===== src/rtl/control_pipe.sv =====
// control_pipe: decode-stage control unit with load-use hazard stalls, flush and bubble counting
module control_pipe #(
    parameter int MCODEBITS    = 4,
    parameter int RADDR        = 3,
    parameter int STALL_CYCLES = 1
) (
    input  logic                 Clk,
    input  logic                 Reset,
    input  logic [MCODEBITS-1:0] instr,
    input  logic                 in_valid,
    input  logic [RADDR-1:0]     rs,
    input  logic [RADDR-1:0]     rt,
    input  logic [RADDR-1:0]     rd,
    input  logic                 flush,
    output logic                 stall_out,
    output logic                 out_valid,
    output logic                 RegDst,
    output logic                 Branch,
    output logic                 MemRead,
    output logic                 MemtoReg,
    output logic                 MemWrite,
    output logic                 ALUSrc,
    output logic                 RegWrite,
    output logic [RADDR-1:0]     ex_rd,
    output logic                 illegal,
    output logic [7:0]           bubble_cnt
);
    typedef enum logic {RUN, STALL} state_t;
    state_t           state_q, state_d;
    logic [2:0]       cnt_q, cnt_d;
    logic [6:0]       flags_q, flags_d, dec;
    logic             valid_q, valid_d, ill_q, ill_d;
    logic [RADDR-1:0] rd_q, rd_d;
    logic [7:0]       bcnt_q, bcnt_d;
    logic             bad, hazard, go;

    // flag order: {RegDst, Branch, MemRead, MemtoReg, MemWrite, ALUSrc, RegWrite}
    always_comb begin
        dec = '0;
        case (instr[3:1])
            3'b000, 3'b001, 3'b101: dec = 7'b1000001;
            3'b010, 3'b111:         dec = 7'b0000001;
            3'b011:                 dec = 7'b1011001;
            3'b100:                 dec = 7'b0000100;
            default:                dec = instr[0] ? 7'b0000011 : 7'b0100000;
        endcase
    end

    assign bad       = (instr >> 4) != '0;
    assign hazard    = state_q == RUN && in_valid && valid_q && flags_q[4] && (rd_q == rs || rd_q == rt);
    assign stall_out = Reset && !flush && (state_q == RUN ? hazard : cnt_q != 3'd0);
    assign go        = in_valid && !flush && !stall_out;

    // state and registered control bundle
    always_ff @(posedge Clk or negedge Reset) begin
        if (!Reset) begin
            state_q <= RUN;
            cnt_q   <= '0;
            flags_q <= '0;
            valid_q <= 1'b0;
            ill_q   <= 1'b0;
            rd_q    <= '0;
            bcnt_q  <= '0;
        end else begin
            state_q <= state_d;
            cnt_q   <= cnt_d;
            flags_q <= flags_d;
            valid_q <= valid_d;
            ill_q   <= ill_d;
            rd_q    <= rd_d;
            bcnt_q  <= bcnt_d;
        end
    end

    // stall sequencing: flush aborts, hazard enters STALL, counter drains to zero then resumes
    always_comb begin
        state_d = state_q;
        cnt_d   = cnt_q;
        if (flush) begin
            state_d = RUN;
            cnt_d   = '0;
        end else if (state_q == RUN) begin
            state_d = hazard ? STALL : RUN;
            cnt_d   = hazard ? 3'(STALL_CYCLES - 1) : cnt_q;
        end else begin
            state_d = cnt_q != 3'd0 ? STALL : RUN;
            cnt_d   = cnt_q != 3'd0 ? cnt_q - 3'd1 : cnt_q;
        end
    end

    // next control bundle: anything other than a legal accepted instruction is a bubble
    always_comb begin
        valid_d = go && !bad;
        ill_d   = go && bad;
        flags_d = valid_d ? dec : '0;
        rd_d    = valid_d ? rd : rd_q;
        bcnt_d  = bcnt_q + 8'(stall_out && bcnt_q != 8'hff);
    end

    assign {RegDst, Branch, MemRead, MemtoReg, MemWrite, ALUSrc, RegWrite} = flags_q;
    assign out_valid  = valid_q;
    assign ex_rd      = rd_q;
    assign illegal    = ill_q;
    assign bubble_cnt = bcnt_q;
endmodule


===== config.mk =====
export PLATFORM = sky130hd
export DESIGN_NAME = control_pipe
export DESIGN_NICKNAME = d
export VERILOG_FILES = /design/src/rtl/control_pipe.sv
export SDC_FILE = /design/constraint.sdc
export NUM_CORES = 1
export LEC_CHECK = 0
export ABC_AREA = 0
export BUFFER_PORTS_ARGS = -buffer_cell sky130_fd_sc_hd__buf_4
export CAP_MARGIN = 0
export CORE_UTILIZATION = 53
export DETAILED_ROUTE_END_ITERATION = 12
export MAX_ROUTING_LAYER = met4
export PLACE_DENSITY_LB_ADDON = 0.3
export SYNTH_ARGS = -nofsm -noshare
export SYNTH_HDL_FRONTEND = slang
export SYNTH_SLANG_ARGS = --single-unit

===== constraint.sdc =====
create_clock -name Clk -period 3.8 [get_ports Clk]
set_input_delay 0.57 -clock Clk [delete_from_list [all_inputs] [get_ports Clk]]
set_output_delay 0.57 -clock Clk [all_outputs]
set_load 0.02 [all_outputs]

==> impl_metrics.json <==
{
  "ys_ff_latch": 22,
  "place.gp.congestion": 0.892,
  "clk_root_buffer_cell": "clkbuf_4",
  "max_cap_viol_count": 0,
  "worstPathRequired_ns": 4.05,
  "dp_cells": 178,
  "outcome": "finished, final reports clean",
  "io_pins": 38,
  "crit_type": "reg2reg",
  "ys_warn_count": 0,
  "track_usage_pct": 26.0,
  "synthMuxAreaShare_pct": 3.44,
  "cpPeakStageDelay_ns": 0.67,
  "start_kind": "register",
  "hp-class": "in2async",
  "path_delay_family": "compound AO/OA/AOI/OAI gates",
  "synth_edf_count": 0,
  "first_pass_iters": 4,
  "syn_avg_cell_area_um2": 10.2,
  "final_hold_viol_count": 0,
  "power.net_switching_uw": 128,
  "crit_chain": "xnor2_1 -> and4_1 -> nor3_1 -> a2111oi_0 -> ha_1 -> nand2_1 -> nor2_1 -> xor2_1",
  "final_cells": 182,
  "finalCriticalPeriod_ns": 2.52,
  "period_share_pct": 66.3,
  "leakage_uw": 0.000728,
  "ant_nets": 0,
  "io_buffers": 36,
  "post_cts_resized": 0,
  "synth_compound_area_share_pct": 9.59,
  "cp_max_fo": 5,
  "ys_seq_area_share_pct": 45.9,
  "drc": 0,
  "die_area_um2": 2460,
  "ys.flop_type": "dfrtp_1",
  "drv_slew": 0,
  "grt-ovfl-total": 0,
  "synthesis.area_um2": 1200,
  "die_x_um": 49.6,
  "power_density_nw_per_um2": 336,
  "rsz0062_at_grt": "false",
  "grt_pass1_wl_mm": 4.73,
  "coreArea_um2": 2040,
  "start_util_pct": 58.8,
  "die_h_um": 49.6,
  "tritoncts": "yes",
  "cp_num_buf_inv": 0,
  "routed_via_density": 5.75,
  "fmax_mhz": 397,
  "n_antenna_cell": 0,
  "critical-path-slowest-cell": "a2111oi_0",
  "power.internal_uw": 388,
  "finClkSkew_ns": 0.00459,
  "ff2ff_setup_slack_ns": 1.28,
  "cts-htree-levels": 1,
  "clkPwrFrac_pct": 35.1,
  "synth-simple-area-share_pct": 23.9,
  "synth_nets": 139,
  "r2r-end": "bubble_cnt[6]$_DFF_PN0_",
  "tightest_slew_ns": 0.693,
  "dp_hpwl_mm": 2.04,
  "final_nets": 177,
  "row_count": 16,
  "synth_top_family_by_area": "simple AND/OR/NAND/NOR gates",
  "peakVddDrop_v": 0.000404,
  "grt_pass1_vias": 1058,
  "numCtsBuffers": 3,
  "power_frac_seq_pct": 48.9,
  "cts_sinks": 22,
  "ctsHoldBuffers": 0,
  "fin_setup_tns_ns": 0,
  "via_count": 1047,
  "clockBufferDepth": 2,
  "drt_iter0_markers": 29,
  "syn2layout_area_growth_pct": 28.2,
  "antenna_found_initial": 0,
  "worst_r2r_path_depth": 8,
  "layout-drive-gt1-share_pct": 28.4,
  "synth_xor_area_share_pct": 10.2,
  "worstSkewPairLatency_ns": 0.31,
  "ys_types": 34,
  "syn_inst": 118,
  "switching_share_pct": 24.8,
  "wl_per_cell_um": 15.0,
  "grt_start_max_net_pins": 27,
  "r2r-start": "ex_rd[2]$_DFFE_PN0P_",
  "cp-end-kind": "register",
  "arrival_ns": 2.76,
  "clkTransAtPathRegs_ns": 0.13,
  "p_comb_share_pct": 16.0,
  "wl_mm": 2.73,
  "synthAdderAreaFrac_pct": 4.17,
  "path_depth": 8,
  "postCtsSetupBuffers": 0,
  "async_flop_share_pct": 100,
  "setup-violations-final": 0,
  "relSlewSlack_pct": 52.6
}
## worst register-to-register path, delay by kind of cell (launching register included)
family                     cells  cell delay (ns)
AOI/OAI and AO/OA              1             0.67
and+or+nand+nor                4             0.58
DFF                            1             0.48
xor gates and xnor gates       2             0.38
adders and majority gates      1             0.35
## kinds of logic (layout without fill, tap and decap cells)
logic type               count (synthesis)  in the layout
AO/OA/AOI/OAI                           15             15
XOR/XNOR                                14             14
adder cells (fa/ha/maj)                  4              4
buffers and inverters                    6             43
flip-flops                              22             22
multiplexers                             4              4
other                                    1              1
AND/OR/NAND/NOR                         52             52
## cells in the mapped netlist, drive strengths merged (2+ instances only)
master   n  area (um2)
a211oi   2        15.0
a21oi    3        15.0
a32oi    2        17.5
and2b    3        22.5
and3     2        12.5
and4     2        20.0
buf      2        15.0
dfrtp   22         551
ha       4        50.1
inv      3        11.3
mux2i    3        30.0
nand2    8        30.0
nand2b   4        25.0
nand3    4        20.0
nand4    6        37.5
nor2     9        33.8
nor2b    3        18.8
nor3     5        25.0
nor4     2        12.5
o211ai   4        30.0
xnor2   12         105
xor2     2        17.5
## flip-flops by register name, summed over array words and instances, names as in the netlist
register    count
cnt_q           3
ex_rd           3
out_valid       1
bubble_cnt      8
flags_q         6
state_q         1
## worst max path at each step
stage	startpoint	end	slack, ns
after floorplan	rs[2]	bubble_cnt[6]$_DFF_PN0_	1.55
after global placement	rs[2]	bubble_cnt[6]$_DFF_PN0_	1.28
after detailed placement	rs[2]	bubble_cnt[6]$_DFF_PN0_	1.11
after CTS	ex_rd[1]$_DFFE_PN0P_	bubble_cnt[6]$_DFF_PN0_	1.30
after global routing	ex_rd[1]$_DFFE_PN0P_	bubble_cnt[6]$_DFF_PN0_	1.05
final	ex_rd[2]$_DFFE_PN0P_	bubble_cnt[6]$_DFF_PN0_	1.28
## per-layer routing
metal | vias to the layer above | track usage (%) | wire length (um)
met5 | - | - | 0
met4 | 0 | 7.14 | 31
met3 | 5 | 2.78 | 74
met2 | 30 | 45.9 | 1480
met1 | 519 | 31.3 | 1150
li1 | 493 | - | -
## cell usage in the layout (no fill, tap or decap), drive strengths merged, types with 2 or more instances in the layout
master | synthesis | final
a211oi | 2 | 2
a21oi | 3 | 3
a32oi | 2 | 2
and2b | 3 | 3
and3 | 2 | 2
and4 | 2 | 2
buf | 2 | 36
clkbuf | 1 | 3
dfrtp | 22 | 22
ha | 4 | 4
inv | 3 | 3
mux2i | 3 | 3
nand2 | 8 | 8
nand2b | 4 | 4
nand3 | 4 | 4
nand4 | 6 | 6
nor2 | 9 | 9
nor2b | 3 | 3
nor3 | 5 | 5
nor4 | 2 | 2
o211ai | 4 | 4
xnor2 | 12 | 12
xor2 | 2 | 2
## through the flow
| step | hold slack (ns) | utilization (%) | power, uW | setup slack (ns) | cell area (um2) |
|---|---|---|---|---|---|
| 3_5_place_dp | 0.485 | 72.7 | 339 | 1.11 | 1490 |
| 2_1_floorplan | 0.274 | - | 298 | 1.55 | 1200 |
| 3_3_place_gp | 0.478 | 72.7 | 334 | 1.28 | 1490 |
| 5_1_grt | 0.138 | 75.3 | 535 | 1.05 | 1540 |
| 6_report | 0.127 | 75.3 | 516 | 1.28 | 1540 |
| 4_1_cts | 0.141 | 75.3 | 516 | 1.30 | 1540 |
## power groups by stage
stage          registers [uW]  logic (uW)  clock network [uW]
3_5_place_dp              257        82.1                   0
2_1_floorplan             265        33.6                   0
4_1_cts                   252        82.8                 181
5_1_grt                   253        89.6                 192
3_3_place_gp              256        78.2                   0
6_report                  252        82.7                 181
## layout make-up
type                            instances  area [um2]
Multi-Input combinational cell         90         619
Sequential cell                        22         551
Fill cell                             162         504
Timing Repair Buffer                   36         270
Tap cell                               27        33.8
Clock inverter                          1        30.0
Clock buffer                            3        22.5
Inverter                                3        11.3
Note: power is estimated with default switching activity, not from simulation.
